==> src/rtl/uart_tx_buffered_pkg.sv <==
// Shared UART definitions: FSM state encodings (common with the receiver) and default bit timing.
package uart_tx_buffered_pkg;

   localparam int UART_CLKS_PER_BIT = 868;

   typedef enum logic [2:0] {
      UART_S_IDLE   = 3'd0,
      UART_S_START  = 3'd1,
      UART_S_DATA   = 3'd2,
      UART_S_PARITY = 3'd3,
      UART_S_STOP   = 3'd4
   } uart_state_e;

   // Even parity: the parity bit makes the total count of ones even.
   function automatic logic even_parity(input logic [7:0] b);
      return ^b;
   endfunction

endpackage

==> src/rtl/uart_tx_buffered_if.sv <==
// Byte write handshake between the shell logic (master) and the buffered UART transmitter (slave).
interface uart_tx_buffered_if;
   logic       i_TX_DV;
   logic [7:0] i_TX_Byte;
   logic       o_TX_Ready;

   modport master (output i_TX_DV, output i_TX_Byte, input o_TX_Ready);
   modport slave  (input i_TX_DV, input i_TX_Byte, output o_TX_Ready);
endinterface

==> src/rtl/uart_tx_fifo.sv <==
// Synchronous byte FIFO with first-word-fall-through read; pushes while full are dropped.
module uart_tx_fifo #(
   parameter  int DEPTH = 16,
   localparam int AW    = $clog2(DEPTH)
) (
   input  logic          i_Clock,
   input  logic          i_Reset,
   input  logic          push,
   input  logic [7:0]    push_data,
   input  logic          pop,
   output logic [7:0]    pop_data,
   output logic          full,
   output logic          empty,
   output logic [AW:0]   count
);

   logic [7:0]    mem [DEPTH];
   logic [AW-1:0] wr_ptr, rd_ptr;
   logic          push_ok, pop_ok;

   assign full     = (count == (AW+1)'(DEPTH));
   assign empty    = (count == '0);
   assign push_ok  = push && !full;
   assign pop_ok   = pop && !empty;
   assign pop_data = mem[rd_ptr];

   always_ff @(posedge i_Clock) begin
      if (push_ok) mem[wr_ptr] <= push_data;
   end

   // Pointers wrap naturally since DEPTH is a power of two.
   always_ff @(posedge i_Clock or posedge i_Reset) begin
      if (i_Reset) begin
         wr_ptr <= '0;
         rd_ptr <= '0;
         count  <= '0;
      end else begin
         if (push_ok) wr_ptr <= wr_ptr + AW'(1);
         if (pop_ok)  rd_ptr <= rd_ptr + AW'(1);
         case ({push_ok, pop_ok})
            2'b10:   count <= count + (AW+1)'(1);
            2'b01:   count <= count - (AW+1)'(1);
            default: count <= count;
         endcase
      end
   end

endmodule

==> src/rtl/uart_tx_buffered.sv <==
// Buffered UART transmitter: FIFO-fed 8N1 serializer, LSB first, back-to-back frames.
// Define UART_TX_PARITY_EN to insert an even-parity bit between data and stop.
module uart_tx_buffered
   import uart_tx_buffered_pkg::*;
#(
   parameter int CLKS_PER_BIT = UART_CLKS_PER_BIT,
   parameter int FIFO_DEPTH   = 16
) (
   input  logic                          i_Clock,
   input  logic                          i_Reset,
   uart_tx_buffered_if.slave             tx_if,
   output logic                          o_TX_Serial,
   output logic                          o_TX_Active,
   output logic                          o_TX_Done,
   output logic [$clog2(FIFO_DEPTH):0]   o_FIFO_Count
);

   localparam int            CW   = $clog2(CLKS_PER_BIT);
   localparam logic [CW-1:0] LAST = CW'(CLKS_PER_BIT - 1);

   uart_state_e   state, state_d;
   logic [CW-1:0] cnt, cnt_d;
   logic [2:0]    idx, idx_d;
   logic [7:0]    shift, shift_d;
   logic          serial_d;
   logic          pop, full, empty, cnt_last;
   logic [7:0]    head;

   uart_tx_fifo #(.DEPTH(FIFO_DEPTH)) u_fifo (
      .i_Clock   (i_Clock),
      .i_Reset   (i_Reset),
      .push      (tx_if.i_TX_DV),
      .push_data (tx_if.i_TX_Byte),
      .pop       (pop),
      .pop_data  (head),
      .full      (full),
      .empty     (empty),
      .count     (o_FIFO_Count)
   );

   assign tx_if.o_TX_Ready = !full;
   assign cnt_last         = (cnt == LAST);
   assign o_TX_Active      = (state != UART_S_IDLE);
   assign o_TX_Done        = (state == UART_S_STOP) && cnt_last;

   always_comb begin
      state_d = state;
      cnt_d   = cnt;
      idx_d   = idx;
      shift_d = shift;
      pop     = 1'b0;
      case (state)
         UART_S_IDLE: begin
            if (!empty) begin
               pop     = 1'b1;
               shift_d = head;
               cnt_d   = '0;
               state_d = UART_S_START;
            end
         end
         UART_S_START: begin
            if (cnt_last) begin
               cnt_d   = '0;
               idx_d   = '0;
               state_d = UART_S_DATA;
            end else cnt_d = cnt + CW'(1);
         end
         UART_S_DATA: begin
            if (cnt_last) begin
               cnt_d = '0;
               if (idx == 3'd7) begin
`ifdef UART_TX_PARITY_EN
                  state_d = UART_S_PARITY;
`else
                  state_d = UART_S_STOP;
`endif
               end else idx_d = idx + 3'd1;
            end else cnt_d = cnt + CW'(1);
         end
`ifdef UART_TX_PARITY_EN
         UART_S_PARITY: begin
            if (cnt_last) begin
               cnt_d   = '0;
               state_d = UART_S_STOP;
            end else cnt_d = cnt + CW'(1);
         end
`endif
         UART_S_STOP: begin
            // Chain straight into the next start bit when more data is queued.
            if (cnt_last) begin
               cnt_d = '0;
               if (!empty) begin
                  pop     = 1'b1;
                  shift_d = head;
                  state_d = UART_S_START;
               end else state_d = UART_S_IDLE;
            end else cnt_d = cnt + CW'(1);
         end
         default: state_d = UART_S_IDLE;
      endcase

      // Line level is decoded from the next state so the output pin is a flop.
      case (state_d)
         UART_S_START:  serial_d = 1'b0;
         UART_S_DATA:   serial_d = shift_d[idx_d];
`ifdef UART_TX_PARITY_EN
         UART_S_PARITY: serial_d = even_parity(shift_d);
`endif
         default:       serial_d = 1'b1;
      endcase
   end

   always_ff @(posedge i_Clock or posedge i_Reset) begin
      if (i_Reset) begin
         state       <= UART_S_IDLE;
         cnt         <= '0;
         idx         <= '0;
         shift       <= '0;
         o_TX_Serial <= 1'b1;
      end else begin
         state       <= state_d;
         cnt         <= cnt_d;
         idx         <= idx_d;
         shift       <= shift_d;
         o_TX_Serial <= serial_d;
      end
   end

endmodule

==> src/flat_wrapper.sv <==
// flat-port wrapper written by rule: the top's interface ports become plain ports
module uart_tx_buffered_flat import uart_tx_buffered_pkg::*;
#(
   parameter int CLKS_PER_BIT = UART_CLKS_PER_BIT,
   parameter int FIFO_DEPTH   = 16
)
  (i_Clock, i_Reset, o_TX_Serial, o_TX_Active, o_TX_Done, o_FIFO_Count, tx_if_i_TX_DV, tx_if_i_TX_Byte, tx_if_o_TX_Ready);
  uart_tx_buffered_if tx_if_i ();
  input  logic i_Clock;
  input  logic i_Reset;
  output logic o_TX_Serial;
  output logic o_TX_Active;
  output logic o_TX_Done;
  output logic [$clog2(FIFO_DEPTH):0] o_FIFO_Count;
  input wire logic [$bits(tx_if_i.i_TX_DV)-1:0] tx_if_i_TX_DV;
  input wire logic [$bits(tx_if_i.i_TX_Byte)-1:0] tx_if_i_TX_Byte;
  output wire logic [$bits(tx_if_i.o_TX_Ready)-1:0] tx_if_o_TX_Ready;
  assign tx_if_i.i_TX_DV = tx_if_i_TX_DV;
  assign tx_if_i.i_TX_Byte = tx_if_i_TX_Byte;
  assign tx_if_o_TX_Ready = tx_if_i.o_TX_Ready;
  uart_tx_buffered #(.CLKS_PER_BIT(CLKS_PER_BIT), .FIFO_DEPTH(FIFO_DEPTH)) u_core (.i_Clock(i_Clock), .i_Reset(i_Reset), .tx_if(tx_if_i), .o_TX_Serial(o_TX_Serial), .o_TX_Active(o_TX_Active), .o_TX_Done(o_TX_Done), .o_FIFO_Count(o_FIFO_Count));
endmodule
==> config.mk <==
export PLATFORM = sky130hd
export DESIGN_NAME = uart_tx_buffered_flat
export DESIGN_NICKNAME = d
export VERILOG_FILES = /design/src/rtl/uart_tx_buffered_pkg.sv /design/src/rtl/uart_tx_buffered_if.sv /design/src/rtl/uart_tx_fifo.sv /design/src/rtl/uart_tx_buffered.sv /design/src/flat_wrapper.sv
export SDC_FILE = /design/constraint.sdc
export NUM_CORES = 1
export LEC_CHECK = 0
export ABC_AREA = 0
export CORE_MARGIN = 1.5
export CORE_UTILIZATION = 35
export DETAILED_ROUTE_END_ITERATION = 10
export PLACE_DENSITY_LB_ADDON = 0.05
export REMOVE_ABC_BUFFERS = 1
export SLEW_MARGIN = 20
export SYNTH_ARGS = -nofsm -noshare
export SYNTH_HDL_FRONTEND = slang
export SYNTH_SLANG_ARGS = --single-unit
==> constraint.sdc <==
create_clock -name i_Clock -period 4.9 [get_ports i_Clock]
set_input_delay 0.98 -clock i_Clock [delete_from_list [all_inputs] [get_ports i_Clock]]
set_output_delay 0.98 -clock i_Clock [all_outputs]
set_load 0.01 [all_outputs]
=== After elaboration in Yosys (flattened, before gate mapping) ===
Memories as Yosys holds them, arrays and structs flattened.
Cells that the tools add are included.

* Memory bits (writable): 128
* Word-level logic and storage cells: 65
* Memories: 1
* Input bits: 11
* Bits in registers: 38
* Output and inout port bits: 9
* Bits in latches: 0
* ROM bits: 0

* Eq/ne operators: 11
* Multiplexer cells: 26
* Add/sub/neg operators: 6
* $mul: 0
* Divide/modulo/power cells: 0
* $lt $le $gt $ge: 1
* Reduce and logical (&&, ||, !) cells: 12
* Shift-type cells: 0
* Bitwise gates (word level): 0

{| class="wikitable"
|+ Memories
! memory !! words !! width !! read ports !! clocked after Yosys merged registers in !! wr ports !! line !! RTL
|-
| u_core.u_fifo.mem || 16 || 8 || 1 || 0 || 1 || uart_tx_fifo.sv:17 || <nowiki>logic [7:0] mem [DEPTH];</nowiki>
|}

{| class="wikitable"
|+ Operator list
! kind !! number
|-
| $mux W3 || 8
|-
| $mux W10 || 2
|-
| $pmux W10 S2 || 1
|-
| $mux W8 || 2
|-
| $pmux W8 S2 || 1
|-
| $pmux W3 S4 || 1
|-
| $add A10 B1 Y10 const B || 1
|-
| $eq A10 B10 Y1 const B || 1
|-
| $pmux W5 S2 || 1
|-
| $add A4 B1 Y4 const B || 2
|-
| $eq A3 B1 Y1 const B || 2
|-
| $eq A3 B2 Y1 const B || 2
|-
| $eq A3 B3 Y1 const B || 2
|-
| $mux W1 || 6
|-
| $pmux W3 S2 || 1
|-
| $add A5 B1 Y5 const B || 1
|-
| $eq A5 B5 Y1 const B || 1
|-
| $logic_not A5 Y1 || 1
|-
| $sub A5 B1 Y5 const B || 1
|-
| $lt A3 B4 Y1 const B || 1
|-
| $pmux W1 S2 || 2
|-
| $reduce_bool A2 Y1 || 2
|-
| $add A3 B1 Y3 const B || 1
|-
| $bmux W1 S3 || 1
|-
| other kinds (9) || 12
|}

=== Logic depth before layout (Yosys ltp) ===
Gate-level depths: netlist (run 1).

* Depth after elaboration: 7
* Mapped depth: 13
* Mapped depth without buffers: 11

=== Modules after synthesis ===
A second synthesis (run 1) with hierarchy kept.

* Cell total of the unflattened synthesis: 464
* Area, all modules: 7156.9 µm²

{| class="wikitable"
|+ By module, submodules not included
! module !! cells each !! sequential area each (µm²) !! instances !! area an instance (µm²)
|-
| uart_tx_fifo || 333 || 4169.0 || 1 || 5789.3
|-
| uart_tx_buffered || 131 || 626.9 || 1 || 1367.6
|}

=== Least setup slack after synthesis (run 1) ===
Ideal clock, no wire load.

* Path type: flip-flop to flip-flop
* Start: register u_core.cnt[0]
* End: register u_core.u_fifo.count[4]
* Cell stages (with the launch flop): 14
* Arrival: 3.290 ns
* Setup time: 0.127 ns
* Buffers on the path: 2
* Slack: 1.483 ns
* Required time: 4.773 ns
* Clock period less this slack: 3.417 ns
* Cell sequence: dfrtp_1 > ha_1 > or3b_4 > or3_1 > buf_6 > a2111oi_4 > buf_6 > ha_1 > ha_1 > a21o_1 > a21oi_1 > xor2_1 > nor2_1 > xor2_1

* Longest elaborated chain between the ends: 6
* Elaborated cells between the ends (all ways): 8
* Classes of those cells: eq/ne: 3; mux: 3; reduce/logical: 2

{| class="wikitable"
|+ RTL lines
! item !! line !! RTL
|-
| start: declaration || uart_tx_buffered.sv:22 || <nowiki>logic [CW-1:0] cnt, cnt_d;</nowiki>
|-
| start signal: assignment || uart_tx_buffered.sv:122 || <nowiki>cnt <= cnt_d;</nowiki>
|-
| $eq A10 B10 Y1 * || uart_tx_buffered.sv:42 || <nowiki>assign cnt_last = (cnt == LAST);</nowiki>
|-
| $mux W1 * || uart_tx_buffered.sv:90 || <nowiki>if (cnt_last) begin</nowiki>
|-
| $pmux W1 S2 * || uart_tx_buffered.sv:52 || <nowiki>case (state)</nowiki>
|-
| $logic_and A1 B1 Y1 * || uart_tx_fifo.sv:24 || <nowiki>assign pop_ok = pop && !empty;</nowiki>
|-
| named net u_core.u_fifo.pop_ok || uart_tx_fifo.sv:19 || <nowiki>logic push_ok, pop_ok;</nowiki>
|-
| $eq A2 B1 Y1 or $eq A2 B2 Y1 (tied branches) || uart_tx_fifo.sv:40 || <nowiki>case ({push_ok, pop_ok})</nowiki>
|-
| $pmux W5 S2 or $reduce_bool A2 Y1 (tied branches) || n/a ||
|-
| end signal: assignment || uart_tx_fifo.sv:41 || <nowiki>2'b10: count <= count + (AW+1)'(1);</nowiki>
|-
| end signal: assignment || uart_tx_fifo.sv:42 || <nowiki>2'b01: count <= count - (AW+1)'(1);</nowiki>
|-
| end signal: assignment || uart_tx_fifo.sv:43 || <nowiki>default: count <= count;</nowiki>
|-
| end: declaration || uart_tx_fifo.sv:14 || <nowiki>output logic [AW:0] count</nowiki>
|}

Mark *: on every way through the listed nets, which the timed path passes. The rest lies on a longest branch.
A chain may end at the register's enable or synchronous reset.

=== Worst setup path in the final report (run 1) ===
* Start: register u_core.cnt[0]
* End: output port o_TX_Done

* Longest elaborated chain between the ends: 2

{| class="wikitable"
|+ RTL lines
! item !! line !! RTL
|-
| $eq A10 B10 Y1 || uart_tx_buffered.sv:42 ||
|-
| $logic_and A1 B1 Y1 || uart_tx_buffered.sv:44 || <nowiki>assign o_TX_Done = (state == UART_S_STOP) && cnt_last;</nowiki>
|-
| end: declaration || flat_wrapper.sv:13 || <nowiki>output logic o_TX_Done;</nowiki>
|}

No other way between the ends.

==> results.sh, run 1 <==
export IMPL_grt_busiest_layer="met2"
export IMPL_p_per_area_nw_per_um2=490.3
export IMPL_cts_hold_buffers_added=0
export IMPL_htree_levels=4
export IMPL_clkSlewWorstSetupHoldPaths_ns=0.07
export IMPL_tritoncts="yes"
export IMPL_grt_pass1_wl_um=21890
export IMPL_first_iter_violations=264
export IMPL_outcome="completed"
export IMPL_async_reset_ff_frac=0.2289
export IMPL_grt_pass1_vias=3636
export IMPL_finalCritPeriodShare=0.7380
export IMPL_synth_warnings=0
export IMPL_post_cts_setup_buffer_count=0
export IMPL_timing_final_ws_setup_ns=1.284
export IMPL_clock_path_buffers=2
export IMPL_dieArea_um2=20900
export IMPL_coreArea_um2=19590
export IMPL_grtUsageMet1=0.2105
export IMPL_setup_viol=0
export IMPL_slew_viol_final=0
export IMPL_rows=51
export IMPL_syn_inst=419
export IMPL_root_buffer="clkbuf_16"
export IMPL_port_buffers=19
export IMPL_met3_usage=0.03775
export IMPL_track_usage=0.1511
export IMPL_grtUsageMet2=0.2355
export IMPL_cts_sinks=166
export IMPL_syn_to_final_growth_pct=15.07
export IMPL_ys_flop_type="edfxtp_1"
export IMPL_antenna_found_initial=0
export IMPL_clock_latency_ns=0.43
export IMPL_final_common_cell="edfxtp_1"
export IMPL_io_pins=20
export IMPL_routedWlPerCell_um=20.29
export IMPL_endpoint_kind="primary output"
export IMPL_cp_max_fo=4
export IMPL_nNetsFinal=463
export IMPL_post_place_cells=686
export IMPL_first_pass_iters=5
export IMPL_worstPathRequired_ns=3.92
export IMPL_fp_dieW_um=144.6
export IMPL_gp_congestion=0.8104
export IMPL_period_minus_slack_ns=3.616
export IMPL_synth_seq_cells=166
export IMPL_grt_max_degree=39
export IMPL_hpwl_um=9241
export IMPL_skew_ns=0.01745
export IMPL_fin_cells=718
export IMPL_grt_overflow=0
export IMPL_cap_violations=0
export IMPL_post_cts_resized=0
export IMPL_fmax_ghz=0.2765
export IMPL_antennaDiodeCount=0
export IMPL_rsz0062_at_grt="no"
export IMPL_arrival_ns=2.64
export IMPL_final_cell_mix="edfxtp_1, dfrtp_1, nor2_1"
export IMPL_max_slew_margin_rel=0.3119
export IMPL_nFillCells=1788
export IMPL_setup_worst_path_class="reg2out"
export IMPL_antenna_left=0
export IMPL_post_route_cells_drive_above_1_share=0.1943
export IMPL_hold_slack_ns=0.5015
export IMPL_synth_distinct_cells=57
export IMPL_ir_drop_mv=0.2378
export IMPL_synth_edf_count=128
export IMPL_start_util=0.3581
export IMPL_tightest_slew_ns=1.028
export IMPL_dp_worst_setup_slack_ns=1.367
export IMPL_synth_seq_area_share=0.6837
export IMPL_hold_viol=0
export IMPL_netlist_area_um2=7014
export IMPL_synth_avg_cell_area_um2=16.74
export IMPL_setup_tns_final_ns=0
export IMPL_drc=0
export IMPL_hp_class="reg2reg"
export IMPL_finalPower_uw=3957
export IMPL_dieHeight_um=144.6
export IMPL_p_leak_uw=0.002798
export IMPL_via_per_inst=4.990
export IMPL_start_kind="flip-flop"
export IMPL_wirelength_um=14570
export IMPL_numCtsBuffers=17
export IMPL_via_count=3583
worst max-delay path, cell delays in order (launching register included):
cell             delay (ns)
dfrtp_1                0.38
ha_1                   0.21
or3b_4                 0.40
nor3_1                 0.44
and3_1                 0.25
clkdlybuf4s50_1        0.53
per-stage QoR:
step                      area, um2  utilization
after floorplan                6859            -
after CTS                      8071       0.4120
final                          8071       0.4120
after detailed placement       7441       0.3798
after global placement         7441       0.3798
after global routing           8071       0.4120
where the power goes:
| part | internal (uW) | leakage, uW | switching [uW] | total [uW] |
|---|---|---|---|---|
| registers | 1710 | 0.00163 | 162 | 1870 |
| logic | 352 | 0.000866 | 355 | 707 |
| clock network | 743 | 0.000305 | 637 | 1380 |
| total | 2800 | 0.00280 | 1150 | 3960 |
path summary, 6_finish.rpt:
| check | start | end | slack (ns) | cells past startpoint |
|---|---|---|---|---|
| hold reg to reg | u_core.cnt[0] | u_core.cnt[0] | 0.50 | 1 |
| hold / removal | u_core.cnt[0] | u_core.cnt[0] | 0.50 | 1 |
| min in group asynchronous | i_Reset | u_core.state[0] | 0.97 | 3 |
| setup / recovery | u_core.cnt[0] | o_TX_Done | 1.28 | 5 |
| setup reg to reg | u_core.cnt[0] | u_core.u_fifo.count[4] | 1.38 | 12 |
| max in group asynchronous | i_Reset | u_core.u_fifo.rd_ptr[1] | 3.53 | 3 |
flip-flops by register name, summed over array words and instances, names as in the netlist:
name and count:
u_core.u_fifo.count 5, u_core.state 3, u_core.cnt 10, u_core.u_fifo.wr_ptr 4, u_core.o_TX_Serial 1, u_core.shift 8, u_core.u_fifo.rd_ptr 4, u_core.u_fifo.mem 128
u_core.idx 3
synth_stat cells, drive strengths merged, types with 2 or more instances:
library cell,instances,area share
a21o,3,0.0034
a21oi,5,0.0036
a221oi,2,0.0025
a22oi,13,0.014
a31oi,2,0.0018
and2,4,0.0036
and3,4,0.0037
buf,8,0.0071
clkbuf,12,0.014
dfrtp,37,0.13
edfxtp,128,0.55
ha,11,0.020
inv,9,0.0048
mux2,8,0.013
mux2i,6,0.0086
mux4,31,0.10
nand2,28,0.015
nand2b,2,0.0018
nand3,4,0.0029
nand4,2,0.0018
nand4b,2,0.0025
nor2,30,0.016
nor2b,3,0.0027
nor3,8,0.0057
nor4,2,0.0018
o2111ai,2,0.0034
o21a,2,0.0021
o21ai,11,0.0078
o2bb2ai,2,0.0025
or2b,3,0.0036
xnor2,8,0.010
xor2,10,0.012
kinds of logic (layout without fill, tap and decap cells):
logic type | after synthesis | in the layout | synth area share
xor+xnor | 18 | 18 | 0.02248
flops | 166 | 166 | 0.6837
compound gates | 50 | 50 | 0.05387
buf+inv | 30 | 64 | 0.02694
fa+ha+maj | 12 | 12 | 0.02248
simple gates | 98 | 98 | 0.06797
mux | 45 | 45 | 0.1225
per-layer routing:
layer,vias to the layer above,wire length (um)
met5,-,0
met4,0,80
met3,4,683
met2,62,7111
met1,1858,6689
li1,1659,-
area by class of cell:
type                    instances  area, um2  share of cell area
flip-flops and latches        166       4798              0.5945
multi-input cells             223       2044              0.2533
clock buffers                  17      425.4             0.05271
well taps                     265      331.6             0.04108
repair buffers                 23      232.7             0.02883
clock inverters                15      205.2             0.02542
inverters                       9      33.78            0.004185
Note: power is estimated with default switching activity, not from simulation.
==> run 2: changes to the inputs <==
Clock period 4.9 ns to 3.3 ns, I/O delays scaled along.
==> results.sh, run 2 (synthesis gave the netlist of run 1 again) <==
export IMPL_outcome="completed"
export IMPL_rsz0062_at_grt="no"
export IMPL_cap_violations=0
export IMPL_port_buffers=19
export IMPL_holdPathEnd="u_core.shift[0]"
export IMPL_tritoncts="yes"
export IMPL_critPathMaxStageDelay_ns=0.47
export IMPL_first_iter_violations=186
export IMPL_setup_worst_path_class="reg2reg"
export IMPL_timing_final_ws_setup_ns=0.1494
export IMPL_max_flop_register="u_core.u_fifo.mem"
export IMPL_ir_drop_mv=0.3567
export IMPL_dp_worst_setup_slack_ns=0.02958
export IMPL_tightest_slew_ns=0.6800
export IMPL_drc=0
export IMPL_wirelength_um=14690
export IMPL_cp_max_fo=8
export IMPL_post_route_cells_drive_above_1_share=0.2255
export IMPL_hold_viol=0
export IMPL_p_per_area_nw_per_um2=719.6
export IMPL_fp_dieW_um=144.6
export IMPL_cts_hold_buffers_added=0
export IMPL_hold_start="u_core.shift[0]"
export IMPL_antenna_left=0
export IMPL_grt_pass1_vias=3836
export IMPL_fmax_ghz=0.3174
export IMPL_reg_top3="u_core.u_fifo.mem: 128 flops, u_core.cnt: 10 flops, u_core.shift: 8 flops"
export IMPL_via_count=3657
export IMPL_finalPower_uw=5940
export IMPL_dieArea_um2=20900
export IMPL_hp_class="reg2reg"
export IMPL_slew_viol_final=0
export IMPL_period_minus_slack_ns=3.151
export IMPL_fin_cells=744
export IMPL_htree_levels=4
export IMPL_root_buffer="clkbuf_16"
export IMPL_max_slew_margin_rel=0.5453
export IMPL_cts_sinks=166
export IMPL_clock_path_buffers=2
export IMPL_coreArea_um2=19590
export IMPL_clock_latency_ns=0.42
export IMPL_clkSlewWorstSetupHoldPaths_ns=0.06
export IMPL_hpwl_um=9813
export IMPL_r2r_cells=8
export IMPL_via_per_inst=4.915
export IMPL_p_leak_uw=0.002922
export IMPL_crit_slowest_cell="mux4_2"
export IMPL_finalCritPeriodShare=0.9547
export IMPL_hold_depth=1
export IMPL_arrival_ns=3.50
export IMPL_gp_congestion=0.7695
export IMPL_track_usage=0.1544
export IMPL_start_util=0.3581
export IMPL_final_cell_mix="edfxtp_1, dfrtp_1, nor2_1"
export IMPL_grt_overflow=0
export IMPL_post_place_cells=712
export IMPL_largest_reg_flops=128
export IMPL_endpoint_kind="flip-flop"
export IMPL_rrSetupSlack_ns=0.15
export IMPL_r2r_start="u_core.cnt[0]"
export IMPL_rr_endpoint="u_core.o_TX_Serial"
export IMPL_final_util=0.4214
export IMPL_path_cells="ha_2 > or3b_4 > or3_1 > a2111oi_4 > buf_4 > mux2_2 > mux4_2 > o2111a_1"
export IMPL_syn_to_final_growth_pct=17.70
export IMPL_setup_viol=0
export IMPL_start_kind="flip-flop"
export IMPL_hold_slack_ns=0.4944
export IMPL_worstPathRequired_ns=3.65
export IMPL_grt_max_degree=36
export IMPL_numCtsBuffers=17
export IMPL_routedWlPerCell_um=19.74
export IMPL_skew_ns=0.006196
export IMPL_final_common_cell="edfxtp_1"
export IMPL_grt_pass1_wl_um=22570
export IMPL_first_pass_iters=4
export IMPL_io_pins=20
export IMPL_antenna_found_initial=0
export IMPL_nNetsFinal=490
export IMPL_rows=51
export IMPL_antennaDiodeCount=0
export IMPL_dieHeight_um=144.6
==> run 2: what timing repair did <==
action,4_1_cts,5_1_grt
endpoints found under the setup margin,0,3
buffers inserted,0,1
resized for setup,0,2
==> run 2: where the power goes <==
group	switching (uW)	leakage (uW)	total (uW)	internal, uW
clock network	795	0.000289	2060	1270
registers	157	0.00163	2690	2540
logic	614	0.00100	1180	571
==> run 2: per-stage QoR <==
step / setup TNS (ns) / area (um2)
after detailed placement: 0 / 7632
after CTS: 0 / 8243
final: 0 / 8255
after global routing: 0 / 8255
after global placement: 0 / 7632
after floorplan: -0.4637 / 6859
==> run 2: layout make-up <==
class,count,area (um2)
Fill cell,1784,11330
Sequential cell,166,4797
Multi-Input combinational cell,223,2034
Timing Repair Buffer,50,447.9
Clock buffer,20,436.7
Tap cell,265,331.6
Clock inverter,11,173.9
Inverter,9,33.78
==> run 2: worst max-delay path: cells and delay by family (launching register included) <==
kind | cells | cell delay [ns]
multiplexers | 2 | 0.82
AND/OR/NAND/NOR | 2 | 0.76
AO/OA/AOI/OAI | 2 | 0.69
flip-flops | 1 | 0.37
buffers and inverters | 1 | 0.24
adder cells (fa/ha/maj) | 1 | 0.20
==> run 2: how the worst max path moves through the flow <==
stage,start,endpoint,slack [ns],depth (start not counted)
final,u_core.cnt[0],u_core.o_TX_Serial,0.15,8
after global routing,u_core.cnt[0],u_core.u_fifo.count[3],0.008,11
after CTS,u_core.cnt[0],u_core.o_TX_Serial,0.01,8
after detailed placement,u_core.cnt[0],u_core.o_TX_Serial,0.03,8
after global placement,u_core.cnt[0],u_core.o_TX_Serial,0.1,8
after floorplan,u_core.cnt[0],u_core.u_fifo.count[4],-0.27,11
==> run 2: metal layers <==
layer | vias up | wire, um | GRT usage
met1 | 1886 | 7215 | 0.2185
met3 | 22 | 310 | 0.03146
met5 | - | 0 | 0
met2 | 37 | 6823 | 0.2324
met4 | 0 | 336 | 0.06380
li1 | 1712 | - | -
==> run 3: changes to the inputs <==
Settings changed: DONT_BUFFER_PORTS set to 1.
==> results.sh, run 3 (synthesis gave the netlist of run 1 again) <==
export IMPL_outcome="completed"
export IMPL_dieHeight_um=144.6
export IMPL_final_util=0.4104
export IMPL_tightest_slew_ns=0.9659
export IMPL_antennaDiodeCount=0
export IMPL_wirelength_um=15130
export IMPL_clkPwrFrac=0.344
export IMPL_rsz0062_at_grt="no"
export IMPL_post_route_cells_drive_above_1_share=0.2331
export IMPL_critPathMaxStageDelay_ns=0.46
export IMPL_period_minus_slack_ns=3.104
export IMPL_crit_slowest_cell="mux4_2"
export IMPL_final_cell_mix="edfxtp_1, dfrtp_1, nor2_1"
export IMPL_max_slew_margin_rel=0.3554
export IMPL_p_switching_uw=1549
export IMPL_start_kind="flip-flop"
export IMPL_nFillCells=1801
export IMPL_seq_area_um2=4797
export IMPL_cp_max_fo=15
export IMPL_hpwl_um=9991
export IMPL_skew_ns=0.006514
export IMPL_antenna_left=0
export IMPL_via_count=3632
export IMPL_grt_busiest_layer="met2"
export IMPL_grt_pass1_vias=3840
export IMPL_cap_violations=0
export IMPL_power_frac_seq=0.467
export IMPL_fp_dieW_um=144.6
export IMPL_track_usage=0.1613
export IMPL_comb_power_share=0.189
export IMPL_reg_top3="u_core.u_fifo.mem: 128 flops, u_core.cnt: 10 flops, u_core.shift: 8 flops"
export IMPL_port_buffers=0
export IMPL_grtUsageMet2=0.2528
export IMPL_gp_congestion=0.7184
export IMPL_grt_max_degree=28
export IMPL_clock_latency_ns=0.42
export IMPL_clkSlewWorstSetupHoldPaths_ns=0.06
export IMPL_largest_reg_flops=128
export IMPL_ir_drop_mv=0.3633
export IMPL_coreArea_um2=19590
export IMPL_grt_pass1_wl_um=23780
export IMPL_antenna_found_initial=0
export IMPL_rows=51
export IMPL_hp_class="in2reg"
export IMPL_max_flop_register="u_core.u_fifo.mem"
export IMPL_path_cells="ha_2 > or3b_4 > or3_4 > a2111oi_4 > buf_6 > mux2_2 > mux4_2 > o2111a_1"
export IMPL_grt_overflow=0
export IMPL_drc=0
export IMPL_first_pass_iters=8
export IMPL_hold_viol=0
export IMPL_syn_to_final_growth_pct=14.63
export IMPL_numCtsBuffers=17
export IMPL_first_iter_violations=230
export IMPL_endpoint_kind="flip-flop"
export IMPL_switching_share=0.2677
export IMPL_post_cts_setup_buffer_count=0
export IMPL_via_per_inst=5.017
export IMPL_setup_viol=0
export IMPL_nNetsFinal=470
export IMPL_multi_input_area_um2=2039
export IMPL_root_buffer="clkbuf_16"
export IMPL_arrival_ns=3.46
export IMPL_post_cts_resized=0
export IMPL_cts_hold_buffers_added=0
export IMPL_io_pins=20
export IMPL_post_place_cells=693
export IMPL_fin_cells=724
export IMPL_final_common_cell="edfxtp_1"
export IMPL_htree_levels=4
export IMPL_grtUsageMet1=0.2231
export IMPL_tritoncts="yes"
export IMPL_worstPathRequired_ns=3.65
export IMPL_slew_viol_final=0
export IMPL_fmax_ghz=0.3221
export IMPL_start_util=0.3581
export IMPL_met3_usage=0.03179
export IMPL_routedWlPerCell_um=20.90
export IMPL_cts_sinks=166
export IMPL_p_per_area_nw_per_um2=719.6
export IMPL_p_leak_uw=0.002834
export IMPL_clock_path_buffers=2
export IMPL_finalCritPeriodShare=0.9407
export IMPL_intPower_uw=4237
export IMPL_setup_worst_path_class="reg2reg"
export IMPL_dieArea_um2=20900
run 3: final timing paths:
check | slack [ns] | startpoint | cells past startpoint | end
worst max-delay path | 0.20 | u_core.cnt[0] | 8 | u_core.o_TX_Serial
max in group asynchronous | 2.16 | i_Reset | 2 | u_core.u_fifo.rd_ptr[0]
worst min register to register | 0.50 | u_core.shift[3] | 1 | u_core.shift[3]
worst min-delay path | 0.33 | tx_if_i_TX_Byte[5] | 0 | u_core.u_fifo.mem[15][5]
worst max register to register | 0.20 | u_core.cnt[0] | 8 | u_core.o_TX_Serial
min in group asynchronous | 0.35 | i_Reset | 1 | u_core.u_fifo.wr_ptr[2]
run 3: critical path: cells and delay by family (launching register included):
family	cells	cell delay [ns]
muxes	2	0.82
and+or+nand+nor	2	0.76
AOI/OAI and AO/OA	2	0.61
DFF	1	0.40
buffers and inverters	1	0.23
adders and majority gates	1	0.22
run 3: layout make-up:
| type | count | area share |
|---|---|---|
| Tap cell | 265 | 0.04124 |
| Inverter | 9 | 0.004202 |
| Clock buffer | 17 | 0.05291 |
| Multi-Input combinational cell | 223 | 0.2537 |
| Timing Repair Buffer | 30 | 0.03159 |
| Clock inverter | 14 | 0.01976 |
| Sequential cell | 166 | 0.5966 |
run 3: metal layers:
layer | part of all wire | routed length [um]
met1 | 0.48 | 7232
met5 | 0 | 0
met3 | 0.027 | 407
met4 | 0.018 | 276
met2 | 0.48 | 7215
run 3: power groups by stage:
stage / clock network, uW / registers [uW] / logic (uW)
6_report: 1990 / 2700 / 1090
5_1_grt: 2120 / 2740 / 1220
4_1_cts: 2030 / 2700 / 1120
3_5_place_dp: 0 / 2750 / 1120
3_3_place_gp: 0 / 2740 / 1120
2_1_floorplan: 0 / 2790 / 683
run 3: through the flow:
| stage | setup WS [ns] | instance area (um2) | setup TNS, ns | hold slack (ns) | power [uW] |
|---|---|---|---|---|---|
| after global routing | 0.04416 | 8040 | 0 | 0.3064 | 6074 |
| after floorplan | -0.2672 | 6859 | -0.4637 | 0.4636 | 3475 |
| after global placement | 0.1023 | 7442 | 0 | 0.4762 | 3856 |
| final | 0.1955 | 8040 | 0 | 0.3294 | 5786 |
| after CTS | 0.03417 | 8026 | 0 | 0.3089 | 5862 |
| after detailed placement | 0.04917 | 7442 | 0 | 0.4859 | 3866 |
